`src/rtl/ifu_pkg.sv`:
```
// Shared fetch-side types and helpers.
// Halfword type, RVC classification, reset PC.
package ifu_pkg;

  typedef logic [15:0] hw_t;

  localparam logic [31:0] RESET_PC_DEF = 32'h8000_0000;

  function automatic logic is_rvc(hw_t h);
    return h[1:0] != 2'b11;
  endfunction

endpackage

```
`src/rtl/ifu_hw_queue.sv`:
```
// Halfword shift queue for the fetch aligner.
// Pops 0/1/2 from the head, then appends 0/1/2.
module ifu_hw_queue
  import ifu_pkg::*;
#(
  parameter int BUF_HW = 4,
  parameter int CW     = $clog2(BUF_HW + 1)
) (
  input  logic          clk,
  input  logic          clr,
  input  logic [1:0]    push_n,
  input  hw_t           push_hw0,
  input  hw_t           push_hw1,
  input  logic [1:0]    pop_n,
  output logic [CW-1:0] cnt,
  output hw_t           head0,
  output hw_t           head1
);

  hw_t           q     [BUF_HW];
  hw_t           q_nxt [BUF_HW];
  hw_t           ext   [BUF_HW+3];
  logic [CW-1:0] cnt_q;
  logic [CW-1:0] base;
  logic [CW-1:0] cnt_nxt;

  // shift out popped entries, then append at the new tail
  always_comb begin
    base    = cnt_q - CW'(pop_n);
    cnt_nxt = base + CW'(push_n);
    for (int i = 0; i < BUF_HW + 3; i++) begin
      ext[i] = (i < BUF_HW) ? q[i] : '0;
    end
    for (int i = 0; i < BUF_HW; i++) begin
      q_nxt[i] = ext[i + int'(pop_n)];
      if (push_n != 2'd0 && i == int'(base)) begin
        q_nxt[i] = push_hw0;
      end
      if (push_n == 2'd2 && i == int'(base) + 1) begin
        q_nxt[i] = push_hw1;
      end
    end
  end

  // occupancy; clear discards everything
  always_ff @(posedge clk) begin
    if (clr) cnt_q <= '0;
    else     cnt_q <= cnt_nxt;
  end

  // storage needs no reset; cnt qualifies it
  always_ff @(posedge clk) begin
    for (int i = 0; i < BUF_HW; i++) begin
      q[i] <= q_nxt[i];
    end
  end

  assign cnt   = cnt_q;
  assign head0 = q[0];
  assign head1 = q[1];

endmodule

```
`src/rtl/ifu_align.sv`:
```
// Fetch-side instruction aligner.
// Splits fetch words into RVC / 32b instructions.
module ifu_align
  import ifu_pkg::*;
#(
  parameter int          BUF_HW   = 4,
  parameter logic [31:0] RESET_PC = RESET_PC_DEF
) (
  input  logic        clk,
  input  logic        rst,
  input  logic        fetch_valid,
  output logic        fetch_ready,
  input  logic [31:0] fetch_data,
  input  logic        flush,
  input  logic [31:0] redirect_pc,
  output logic        instr_valid,
  input  logic        instr_ready,
  output logic [31:0] instr,
  output logic [31:0] instr_pc,
  output logic        comp
);

  localparam int CW = $clog2(BUF_HW + 1);
  localparam logic [CW-1:0] LIM = CW'(BUF_HW - 2);

  logic [CW-1:0] cnt;
  hw_t           head0;
  hw_t           head1;
  logic [31:0]   pc;
  logic          drop_first;
  logic          push;
  logic          pop;
  logic [1:0]    push_n;
  logic [1:0]    pop_n;
  hw_t           push_hw0;
  logic          unused_bit0;

  assign unused_bit0 = redirect_pc[0];

  ifu_hw_queue #(
    .BUF_HW (BUF_HW),
    .CW     (CW)
  ) u_q (
    .clk      (clk),
    .clr      (rst | flush),
    .push_n   (push_n),
    .push_hw0 (push_hw0),
    .push_hw1 (fetch_data[31:16]),
    .pop_n    (pop_n),
    .cnt      (cnt),
    .head0    (head0),
    .head1    (head1)
  );

  // handshakes from registered occupancy and head class
  always_comb begin
    comp        = is_rvc(head0);
    fetch_ready = !rst && !flush && (cnt <= LIM);
    instr_valid = !rst && !flush &&
                  ((cnt != '0 && comp) || cnt > CW'(1));
    instr       = comp ? {16'h0, head0} : {head1, head0};
    instr_pc    = pc;
    push        = fetch_valid && fetch_ready;
    pop         = instr_valid && instr_ready;
    push_hw0    = drop_first ? fetch_data[31:16] : fetch_data[15:0];
    push_n      = !push ? 2'd0 : (drop_first ? 2'd1 : 2'd2);
    pop_n       = !pop ? 2'd0 : (comp ? 2'd1 : 2'd2);
  end

  // PC tracking: reset, redirect, or advance on pop
  always_ff @(posedge clk) begin
    if (rst)        pc <= RESET_PC;
    else if (flush) pc <= {redirect_pc[31:1], 1'b0};
    else if (pop)   pc <= pc + (comp ? 32'd2 : 32'd4);
  end

  // drop the low half of the first word after a mid-word redirect
  always_ff @(posedge clk) begin
    if (rst)        drop_first <= 1'b0;
    else if (flush) drop_first <= redirect_pc[1];
    else if (push)  drop_first <= 1'b0;
  end

endmodule

```
`config.mk`:
```
export PLATFORM = sky130hd
export DESIGN_NAME = ifu_align
export DESIGN_NICKNAME = d
export VERILOG_FILES = /design/src/rtl/ifu_pkg.sv /design/src/rtl/ifu_hw_queue.sv /design/src/rtl/ifu_align.sv
export SDC_FILE = /design/constraint.sdc
export NUM_CORES = 1
export LEC_CHECK = 0
export ABC_AREA = 1
export BUFFER_PORTS_ARGS = -buffer_cell sky130_fd_sc_hd__buf_2
export CORE_MARGIN = 1.5
export CORE_UTILIZATION = 40
export DETAILED_ROUTE_END_ITERATION = 7
export GPL_ROUTABILITY_DRIVEN = 0
export SLEW_MARGIN = 20
export SYNTH_ARGS = -nofsm -noshare
export SYNTH_HDL_FRONTEND = slang
export SYNTH_SLANG_ARGS = --single-unit
```
`constraint.sdc`:
```
create_clock -name clk -period 4.8 [get_ports clk]
set_input_delay 0.96 -clock clk [delete_from_list [all_inputs] [get_ports clk]]
set_output_delay 0.96 -clock clk [all_outputs]
set_load 0.02 [all_outputs]
```
== Word-level counts from Yosys, hierarchy flattened ==
Memories as Yosys holds them, arrays and structs flattened.
Cells that the tools add are included.
Cells by class
  reductions and logical operators: 24
  equal/unequal tests: 8
  mux-type cells: 31
  order comparisons: 6
  bitwise gates (word level): 5
  add/sub/neg operators: 7
Operators by type and width (number)
  two-way mux 16 bit: 17
  binary-select mux 16 bit (select 3 bit): 4
  >= comparator 32 x 4 -> 1 bit (second input constant): 4
  two-way mux 32 bit: 3
  inverter 32 bit: 3
  equality test 3 x 32 -> 1 bit (first input constant): 2
  adder 32 x 3 -> 32 bit: 1
  equality test 2 x 32 -> 1 bit (first input constant): 1
  zero test 32 bit: 1
  inverter 2 -> 32 bit: 1
  logical AND 1 bit: 14
  two-way mux 2 bit: 4
  adder 2 x 2 -> 3 bit (first input constant): 2
  equality test 3 bit (first input constant): 2
  nonzero test 2 bit: 3
  adder 3 x 1 -> 4 bit (second input constant): 1
  adder 1 x 2 -> 3 bit (first input constant): 1
  adder 3 x 2 -> 3 bit: 1
  equality test 2 x 3 -> 1 bit (first input constant): 1
  greater-than comparator 3 x 1 -> 1 bit (second input constant): 1
  less-or-equal comparator 3 x 2 -> 1 bit (second input constant): 1
  zero test 3 bit: 1
  two-way mux 3 bit: 1
  nonzero test 3 bit: 1
  other kinds (8): 10
Storage, ports and cells
  memory bits (writable): 64
  memories: 1
  input port bits: 69
  output and inout bits: 67
  logic and storage cells: 86
  flip-flop bits (word level): 36
Memory list
  u_q.q: depth 4, width 16, rd ports 4, clocked after Yosys merged registers in 0, write ports 4, line ifu_hw_queue.sv:20  | hw_t q [BUF_HW];

== Depth between registers and ports, before layout ==
Gate-level depths: netlist of the first run.
An unclocked memory read counts as a cell.
  depth in word-level cells: 14
  depth in mapped cells: 20
  mapped depth without buffers: 17

== Cells and area by module ==
A second synthesis of the first run with hierarchy kept.
Second synthesis, totals
  cell total of the unflattened synthesis: 1334
  area total of the unflattened synthesis: 7848.8 µm²
By module, submodules not included
  ifu_hw_queue: sequential area each 1351.3 µm², area an instance 5116.2 µm², times used 1, cells each 833
  ifu_align: sequential area each 640.6 µm², area an instance 2732.6 µm², times used 1, cells each 501

== Worst setup path after synthesis of the first run ==
Ideal clock, no wire load.
  path kind: in2reg
  from: input flush
  to: memory u_q.q[1][10] (netlist name)
  path slack: 1072 ps
  stages on the path: 16
  required time: 4730 ps
  library setup time: 70 ps
  buffers on the path: 4
  data arrival time: 3659 ps
  cell sequence: buf_4 > nor2_8 > nand4_2 > inv_1 > buf_2 > buf_4 > ha_1 > inv_1 > fa_1 > inv_1 > nand3_1 > nor2_4 > nor2_1 > buf_2 > nand3_1 > a21oi_1
RTL lines
  start, declared: line ifu_align.sv:14  | input logic flush,
  end, declared: line ifu_hw_queue.sv:20

==> flow_metrics.env, run 1 <==
export IMPL_pwr_share_comb=0.298
export IMPL_synth_seq_cells=99
export IMPL_grt_max_degree=47
export IMPL_power_net_switching_w=0.00103
export IMPL_synth_top_cell_area_share=0.278
export IMPL_rows=48
export IMPL_p_leak_nw=4.09
export IMPL_tns_ns=0
export IMPL_cp_end_kind="flop"
export IMPL_die_h_um=136
export IMPL_cts_root_buf="clkbuf_16"
export IMPL_worst_ep_arrival_time_ns=4.06
export IMPL_wl_mm=23.8
export IMPL_wl_per_cell_um=15.7
export IMPL_cts_max_path_buffers=2
export IMPL_grt_ovfl_total=0
export IMPL_hold_viol=0
export IMPL_clock_power_share=0.297
export IMPL_synth_top_family_by_area="simple AND/OR/NAND/NOR gates"
export IMPL_portBuffers=133
export IMPL_ir_drop_mv=0.226
export IMPL_max_freq_ghz=0.264
export IMPL_synthAdderAreaFrac=0.0210
export IMPL_start_kind="flop"
export IMPL_synth_compound_area_frac=0.122
export IMPL_r2r_end="u_q.q[3][9]$_DFF_P_"
export IMPL_finalMaxSlewViolations=0
export IMPL_grt_antenna_before_repair=0
export IMPL_placed_area_um2=7720
export IMPL_path_max_fanout=32
export IMPL_grt_pass1_wl_mm=37.7
export IMPL_power_w=0.00291
export IMPL_rr_startpoint="u_q.q[0][1]$_DFF_P_"
export IMPL_vias=7932
export IMPL_fin_crit_ns=3.78
export IMPL_hold_slack_ns=0.500
export IMPL_ant_nets=0
export IMPL_synth_xor_area_share=0.0123
export IMPL_start_util=0.409
export IMPL_place_hpwl_mm=16.0
export IMPL_clk_pin_slew_worst_paths_ns=0.07
export IMPL_whs_endpoint="u_q.q[0][13]$_DFF_P_"
export IMPL_grt_use_total=0.262
export IMPL_areaGrowthSynthToFinish_pct=14.4
export IMPL_cap_violations=0
export IMPL_required_ns=5.08
export IMPL_switching_share=0.354
export IMPL_cts_buffers=9
export IMPL_synth_edff_count=1
export IMPL_route_detailed_drc=0
export IMPL_max_slew_worst_pin_slew_ns=0.850
export IMPL_slew_headroom=0.433
export IMPL_fin_area_um2=8060
export IMPL_post_route_period_util=0.788
export IMPL_synth_area_leaders="dfxtp_1 (28%), nand2_1 (20%), nand3_1 (8.7%)"
export IMPL_path_class="reg2reg"
export IMPL_ys_types=35
export IMPL_r2r_slack_ns=1.02
export IMPL_die_width_um=136
export IMPL_core_area_um2=17200
export IMPL_synth_most_common_cell="nand2_1"
export IMPL_yosysSeqAreaShare=0.283
export IMPL_cts_max_level=3
export IMPL_ys_warn_count=0
export IMPL_syn_avg_cell_area_um2=5.84
export IMPL_synth_cells=1206
export IMPL_synth_common_cells="nand2_1 (381), inv_1 (141), nor2_1 (136)"
export IMPL_min_path_type="reg2reg"
export IMPL_hold_depth=2
export IMPL_cts_tree="done"
export IMPL_synth_async_reset_ratio=0
export IMPL_rsz0062_at_grt="false"
export IMPL_avgViaCountPerCell=5.21
export IMPL_io_pins=136
export IMPL_dieArea_um2=18400
export IMPL_final_util=0.468
export IMPL_hold_buffers=0
export IMPL_timing_clock_skew_ns=0.00950
export IMPL_r2r_cells=14
export IMPL_finalNetCount=1370
export IMPL_antenna_cells=0
export IMPL_yosys_mux_area_fraction=0
export IMPL_power_density_nw_per_um2=361
export IMPL_syn_nets=1285
export IMPL_cts_resized=0
export IMPL_ys_flop_type="dfxtp_1"
export IMPL_seq_power_share=0.405
export IMPL_post_cts_buffers=0
export IMPL_clkLatencyLatePin_ns=0.36
export IMPL_cts_sinks=99
export IMPL_finalSetupViolCount=0
export IMPL_synth_top_area_cell="dfxtp_1"
export IMPL_layout_drive_gt1_share=0.144
export IMPL_cell_internal_pwr_w=0.00188
export IMPL_grt_pass1_vias=7354
export IMPL_min_delay_start="u_q.q[2][13]$_DFF_P_"
export IMPL_dr_pass1_iters=5
export IMPL_drt_iter0_markers=417
export IMPL_synthSimpleGateAreaFrac=0.423
export IMPL_status="finished clean"
export IMPL_syn_cell_area_um2=7050
==> per-layer routing <==
layer / routed length, um / track usage / part of all wire / vias up
met3: 1440 / 0.0303 / 0.060 / 48
met5: 0 / 0 / 0 / -
met2: 11500 / 0.459 / 0.48 / 285
met4: 648 / 0.117 / 0.027 / 0
met1: 10200 / 0.322 / 0.43 / 3600
li1: - / - / - / 3999
==> state kept, by name, indices dropped and copies added (netlist names), named ones only <==
signal,flops
u_q.q,63
instr_pc,31
u_q.cnt,3
drop_first,1
==> worst max-delay path by stage <==
stage / startpoint / to / slack [ns] / cells past startpoint
CTS: rst / u_q.q[3][9]$_DFF_P_ / 1.01 / 15
finish: u_q.q[0][1]$_DFF_P_ / u_q.q[3][9]$_DFF_P_ / 1.02 / 14
detailed placement: rst / u_q.q[3][0]$_DFF_P_ / 0.66 / 15
floorplan: flush / u_q.q[1][10]$_DFF_P_ / 1.07 / 16
global placement: rst / u_q.q[3][5]$_DFF_P_ / 0.73 / 15
global route: u_q.q[0][1]$_DFF_P_ / u_q.q[3][0]$_DFF_P_ / 0.69 / 14
==> power groups by stage <==
| stage | Combinational, W | Sequential [W] | Clock (W) |
|---|---|---|---|
| 2_1_floorplan | 0.000657 | 0.00117 | 0 |
| 3_3_place_gp | 0.000851 | 0.00120 | 0 |
| 3_5_place_dp | 0.000861 | 0.00119 | 0 |
| 4_1_cts | 0.000864 | 0.00118 | 0.000880 |
| 5_1_grt | 0.000976 | 0.00120 | 0.000906 |
| 6_report | 0.000868 | 0.00118 | 0.000867 |
==> layout make-up <==
| class | instances | area [um2] |
|---|---|---|
| fillers | 1874 | 9180 |
| multi-input cells | 883 | 4080 |
| flip-flops and latches | 99 | 1990 |
| repair buffers | 153 | 816 |
| inverters | 145 | 544 |
| well taps | 225 | 282 |
| clock buffers | 12 | 246 |
| clock inverters | 4 | 97.6 |
==> per-stage QoR <==
step           instances  setup WS (ns)
6_report            1521           1.02
5_1_grt             1521          0.691
4_1_cts             1521           1.01
3_5_place_dp        1505          0.659
3_3_place_gp        1505          0.734
2_1_floorplan       1206           1.07
==> cell usage in the layout, fill, tap and decap left out, types with 3 or more instances in the layout <==
cell	n
a21oi_1	99
a22oi_1	8
a31oi_1	12
buf_2	133
buf_4	20
bufinv_16	3
clkbuf_16	9
dfxtp_1	98
fa_1	3
ha_1	7
inv_1	141
inv_2	4
nand2_1	380
nand2_2	5
nand3_1	123
nand3b_1	3
nand4_1	32
nor2_1	136
nor3_1	13
o211ai_1	4
o21ai_0	38
xor2_1	8
==> worst max-delay path, stage by stage, from the launching register on <==
cell	delay [ns]
dfxtp_1	0.35
nand2_2	0.40
nand2_1	0.16
a21oi_2	0.18
nand3_1	0.24
fa_1	0.52
xor2_2	0.25
nand2_2	0.12
inv_2	0.08
nand3_2	0.16
inv_2	0.34
nand2_2	0.49
nand2_1	0.19
inv_1	0.05
a21oi_1	0.14
==> kinds of logic after synthesis <==
group	after synthesis
AND/OR/NAND/NOR	701
buffers and inverters	224
AO/OA/AOI/OAI	162
flip-flops	99
adder cells (fa/ha/maj)	10
XOR/XNOR	9
other	1
Note: power is estimated with default switching activity, not from simulation.
==> inputs of run 2 (changes only) <==
clock period = 3.4 ns   (was 4.8 ns; I/O delays follow)
==> run 2 against run 1 <==
  * Critical path depth stayed put
  * Register-to-register slack worse by 0.67 ns
  * Clock power is 27% higher
  * Largest power group unchanged
  * Sequential cell count stayed put
  * Final cell count is 1.2% higher
  * Sequential power is 41% higher
  * Sequential share of layout area is 0.47 points lower
  * Total power is 37% higher
  * Clock skew is 0.00058 ns lower
  * Cell area is 1.9% higher
==> flow_metrics.env, run 2 (synthesis results as in run 1) <==
export IMPL_status="finished clean"
export IMPL_ir_drop_mv=0.282
export IMPL_place_hpwl_mm=16.6
export IMPL_r2r_slack_ns=0.35
export IMPL_rr_startpoint="u_q.q[0][0]$_DFF_P_"
export IMPL_min_delay_start="u_q.q[1][12]$_DFF_P_"
export IMPL_worst_ep_arrival_time_ns=3.33
export IMPL_cts_tree="done"
export IMPL_dr_pass1_iters=6
export IMPL_layout_drive_gt1_share=0.158
export IMPL_grt_antenna_before_repair=0
export IMPL_r2r_cells=14
export IMPL_cts_sinks=99
export IMPL_rsz0062_at_grt="false"
export IMPL_max_freq_ghz=0.328
export IMPL_post_cts_buffers=0
export IMPL_ant_nets=0
export IMPL_timing_clock_skew_ns=0.00892
export IMPL_clk_pin_slew_worst_paths_ns=0.07
export IMPL_portBuffers=133
export IMPL_largest_reg_flops=63
export IMPL_path_max_fanout=16
export IMPL_cap_violations=0
export IMPL_core_area_um2=17200
export IMPL_crit_chain="nand2_2 -> nand2_1 -> nand2_1 -> nand4_2 -> inv_1 -> ha_1 -> inv_1 -> fa_1 -> xor2_2 -> nand3_1 -> nor2_4 -> nor2_2 -> nand3_1 -> a21oi_1"
export IMPL_hold_viol=0
export IMPL_final_common_cell="nand2_1"
export IMPL_final_util=0.477
export IMPL_grt_pass1_wl_mm=37.6
export IMPL_start_kind="flop"
export IMPL_cts_root_buf="clkbuf_16"
export IMPL_areaGrowthSynthToFinish_pct=16.6
export IMPL_clkLatencyLatePin_ns=0.36
export IMPL_route_detailed_drc=0
export IMPL_crit_path_top_delay_cell="nor2_2"
export IMPL_tns_ns=0
export IMPL_grt_pass1_vias=7186
export IMPL_p_leak_nw=4.19
export IMPL_avgViaCountPerCell=5.16
export IMPL_slew_headroom=0.275
export IMPL_r2r_end="u_q.q[1][9]$_DFF_P_"
export IMPL_drt_iter0_markers=562
export IMPL_finalSetupViolCount=0
export IMPL_start_util=0.409
export IMPL_path_class="reg2reg"
export IMPL_fin_area_um2=8220
export IMPL_grt_max_degree=47
export IMPL_dieArea_um2=18400
export IMPL_largest_register="u_q.q"
export IMPL_grt_use_total=0.262
export IMPL_die_width_um=136
export IMPL_wl_mm=24.0
export IMPL_dp_slack_ns=0.0495
export IMPL_hold_buffers=0
export IMPL_cts_resized=0
export IMPL_cts_max_path_buffers=2
export IMPL_wl_per_cell_um=15.6
export IMPL_nFillCells=1894
export IMPL_power_density_nw_per_um2=486
export IMPL_finalNetCount=1389
export IMPL_io_pins=136
export IMPL_fin_crit_ns=3.05
export IMPL_final_cell_mix="nand2_1 (380), inv_1 (141), nor2_1 (135)"
export IMPL_whs_endpoint="u_q.q[0][12]$_DFF_P_"
export IMPL_required_ns=3.68
export IMPL_fin_cells=1540
export IMPL_cts_max_level=3
export IMPL_die_h_um=136
export IMPL_vias=7950
export IMPL_worst_slack_ns=0.348
export IMPL_grt_ovfl_total=0
export IMPL_slowest_delay_ns=0.82
export IMPL_rows=48
export IMPL_placed_area_um2=7910
export IMPL_post_route_period_util=0.898
export IMPL_min_path_type="reg2reg"
export IMPL_max_slew_worst_pin_slew_ns=1.09
export IMPL_antenna_cells=0
export IMPL_cp_end_kind="flop"
export IMPL_finalMaxSlewViolations=0
export IMPL_cts_buffers=9
export IMPL_hold_depth=2
export IMPL_post_place_cells=1524
run 2: cell types whose count changed in the layout (fill, tap and decap cells not counted), sizes merged:
cell / before / now
clkinv: 0 / 3
clkinvlp: 1 / 0
bufinv: 3 / 1
buf: 153 / 172
run 2: how the worst max path moves through the flow:
stage                              startpoint              endpoint  slack [ns]  cells after the start
final                     u_q.q[0][0]$_DFF_P_   u_q.q[1][9]$_DFF_P_        0.35                     14
after global routing      u_q.q[0][0]$_DFF_P_  u_q.q[1][11]$_DFF_P_        0.15                     14
after CTS                 u_q.q[0][0]$_DFF_P_  u_q.q[1][11]$_DFF_P_        0.38                     14
after detailed placement                  rst  u_q.q[1][11]$_DFF_P_        0.05                     13
after global placement                    rst   u_q.q[1][0]$_DFF_P_        0.08                     13
after floorplan                         flush  u_q.q[1][10]$_DFF_P_        0.05                     16
run 2: stage by stage:
| stage | power, W | hold slack (ns) |
|---|---|---|
| after CTS | 0.00400 | 0.499 |
| after global placement | 0.00289 | 0.490 |
| after detailed placement | 0.00291 | 0.490 |
| after global routing | 0.00424 | 0.517 |
| final | 0.00400 | 0.501 |
| after floorplan | 0.00258 | 0.469 |
run 2: worst max-delay path, delay by kind of cell (launching register included):
kind / cells / cell delay, ns
buffers and inverters: 2 / 0.14
XOR/XNOR: 1 / 0.19
AND/OR/NAND/NOR: 8 / 1.56
AO/OA/AOI/OAI: 1 / 0.19
adder cells (fa/ha/maj): 2 / 0.53
flip-flops: 1 / 0.34
run 2: area by class of cell:
class | instances | area, um2 | area share
multi-input combinational | 883 | 4090 | 0.497
sequential | 99 | 1990 | 0.242
timing repair buffer | 172 | 1010 | 0.123
inverter | 145 | 544 | 0.0662
tap | 225 | 282 | 0.0343
clock buffer | 12 | 256 | 0.0312
clock inverter | 4 | 48.8 | 0.00594
run 2: layer usage:
| metal | up-vias | global-route usage | share of wire |
|---|---|---|---|
| li1 | 4040 | - | - |
| met1 | 3578 | 0.335 | 0.44 |
| met2 | 283 | 0.446 | 0.46 |
| met3 | 49 | 0.0389 | 0.067 |
| met4 | 0 | 0.0926 | 0.026 |
| met5 | - | 0 | 0 |
run 2: power breakdown:
group	internal [W]	switching (W)
clock	0.000611	0.000489
combinational	0.000474	0.000759
sequential	0.00145	0.000209
total	0.00254	0.00146
==> inputs of run 3 (changes only) <==
ABC_AREA = 0   (was 1)
==> run 3 against run 2 <==
  * Global-route usage is 4.4 points lower
  * Count of clock-buffer cells in the layout down 3
  * Largest power group unchanged
  * Via count decreased by 21%
  * Largest cell class unchanged
  * First-iteration DRC count decreased by 34%
  * Sequential share of layout area up 1.3 points
  * Area after synthesis decreased by 6.6%
  * Total power grew 5.0%
  * Critical path type is now in2reg
  * Register-to-register slack better by 0.15 ns
  * Non-clock buffer count shrank 1
  * Die area is 6.4% lower
  * Critical path depth is 2 lower
==> flow_metrics.env, run 3 <==
export IMPL_status="finished clean"
export IMPL_hold_viol=0
export IMPL_grt_use_total=0.218
export IMPL_path_class="in2reg"
export IMPL_rsz0062_at_grt="false"
export IMPL_drt_iter0_markers=372
export IMPL_ys_warn_count=0
export IMPL_final_common_cell="buf_2"
export IMPL_max_freq_ghz=0.334
export IMPL_clk_pin_slew_worst_paths_ns=0.07
export IMPL_yosysSeqAreaShare=0.303
export IMPL_synth_common_cells="dfxtp_1 (98), nand2_1 (92), mux2i_1 (60)"
export IMPL_fin_area_um2=7810
export IMPL_synth_cells=810
export IMPL_cts_max_path_buffers=2
export IMPL_cts_root_buf="clkbuf_16"
export IMPL_start_kind="input port"
export IMPL_synth_seq_cells=99
export IMPL_hold_buffers=0
export IMPL_die_width_um=131
export IMPL_die_h_um=131
export IMPL_vias=6260
export IMPL_wl_per_cell_um=16.6
export IMPL_cts_buffers=9
export IMPL_post_route_period_util=0.879
export IMPL_route_detailed_drc=0
export IMPL_grt_pass1_wl_mm=30.3
export IMPL_finalSetupViolCount=0
export IMPL_io_pins=136
export IMPL_synth_top_area_cell="dfxtp_1"
export IMPL_synth_most_common_cell="dfxtp_1"
export IMPL_synth_area_leaders="dfxtp_1 (30%), mux2i_1 (9.1%), nand2_1 (5.2%)"
export IMPL_timing_clock_skew_ns=0.00516
export IMPL_synth_edff_count=1
export IMPL_tns_ns=0
export IMPL_ys_types=70
export IMPL_avgViaCountPerCell=5.53
export IMPL_syn_avg_cell_area_um2=8.13
export IMPL_largest_reg_flops=63
export IMPL_cts_tree="done"
export IMPL_start_util=0.411
export IMPL_cts_resized=0
export IMPL_dieArea_um2=17200
export IMPL_grt_pass1_vias=5740
export IMPL_finalMaxSlewViolations=0
export IMPL_cp_end_kind="flop"
export IMPL_cts_max_level=3
export IMPL_ys_flop_type="dfxtp_1"
export IMPL_placed_area_um2=7480
export IMPL_place_hpwl_mm=13.1
export IMPL_core_area_um2=16000
export IMPL_cts_sinks=99
export IMPL_final_util=0.488
export IMPL_finalNetCount=991
export IMPL_synth_top_cell_area_share=0.298
export IMPL_synth_async_reset_ratio=0
export IMPL_slew_headroom=0.435
export IMPL_post_cts_buffers=0
export IMPL_ir_drop_mv=0.251
export IMPL_syn_nets=889
export IMPL_rows=46
export IMPL_nFillCells=1649
export IMPL_max_slew_worst_pin_slew_ns=0.843
export IMPL_required_ns=3.70
export IMPL_power_density_nw_per_um2=538
export IMPL_areaGrowthSynthToFinish_pct=18.6
export IMPL_ant_nets=0
export IMPL_largest_register="u_q.q"
export IMPL_layout_drive_gt1_share=0.266
export IMPL_portBuffers=133
export IMPL_p_leak_nw=3.29
export IMPL_grt_ovfl_total=0
export IMPL_grt_antenna_before_repair=0
export IMPL_critPathLaunch="flush"
export IMPL_antenna_cells=0
export IMPL_worst_ep_arrival_time_ns=3.29
export IMPL_dr_pass1_iters=5
export IMPL_final_cell_mix="buf_2 (133), dfxtp_1 (97), nand2_1 (92)"
export IMPL_syn_cell_area_um2=6580
export IMPL_rr_startpoint="u_q.cnt[1]$_SDFF_PP0_"
export IMPL_min_path_type="in2reg"
export IMPL_wl_mm=18.8
export IMPL_fin_crit_ns=2.99
export IMPL_min_delay_start="redirect_pc[24]"
export IMPL_cap_violations=0
export IMPL_clkLatencyLatePin_ns=0.36
export IMPL_path_max_fanout=14
export IMPL_grt_max_degree=60
run 3: worst max-delay path, stage by stage:
cell and delay, ns:
buf_2 0.11, or3b_4 0.42, a21oi_4 0.13, nand2_1 0.09
inv_2 0.08, ha_4 0.12, inv_2 0.03, fa_2 0.52
nand3_2 0.13, nor2_4 0.04, a21boi_2 0.68, a22o_1 0.25
run 3: layer usage:
metal  GRT usage  vias up  wire length [um]  part of all wire
met5           0        -                 0                 0
met4      0.0525        0               176            0.0093
met3      0.0390       12               958             0.051
met2       0.361      158              8940              0.47
met1       0.293     2937              8770              0.47
li1            -     3153                 -                 -
run 3: cells by family after synthesis:
family,Yosys count,share of synthesized area
adder cells (fa/ha/maj),10,0.0224
AO/OA/AOI/OAI,234,0.229
AND/OR/NAND/NOR,249,0.193
flip-flops,99,0.303
buffers and inverters,100,0.0743
multiplexers,89,0.141
other,1,0.000570
XOR/XNOR,28,0.0373
run 3: worst paths after layout:
check,end,cells after the start,slack [ns]
min reg2reg,instr_pc[18]$_SDFFE_PP0P_,2,0.54
max,u_q.q[3][15]$_DFF_P_,12,0.41
max reg2reg,u_q.q[3][15]$_DFF_P_,11,0.50
min,instr_pc[24]$_SDFFE_PP0P_,3,0.53
run 3: metrics by stage:
step	total power [W]	std cells	hold WS [ns]	setup WS, ns
2_1_floorplan	0.00265	810	0.498	-0.0114
3_3_place_gp	0.00304	1117	0.518	0.0194
3_5_place_dp	0.00305	1117	0.522	0.0115
4_1_cts	0.00421	1133	0.526	0.386
5_1_grt	0.00444	1133	0.550	0.305
6_report	0.00420	1133	0.533	0.410
run 3: layout make-up:
type,instances,area (um2),share of cell area
Inverter,20,75.1,0.00962
Clock inverter,7,101,0.0130
Multi-Input combinational cell,611,4150,0.532
Tap cell,216,270,0.0346
Timing Repair Buffer,171,988,0.127
Clock buffer,9,225,0.0288
Sequential cell,99,1990,0.255
run 3: power breakdown:
part	leakage, nW	total (W)	switching (W)	internal (W)
sequential	0.824	0.00168	0.000253	0.00143
clock	0.158	0.00116	0.000505	0.000652
combinational	2.31	0.00135	0.000751	0.000604
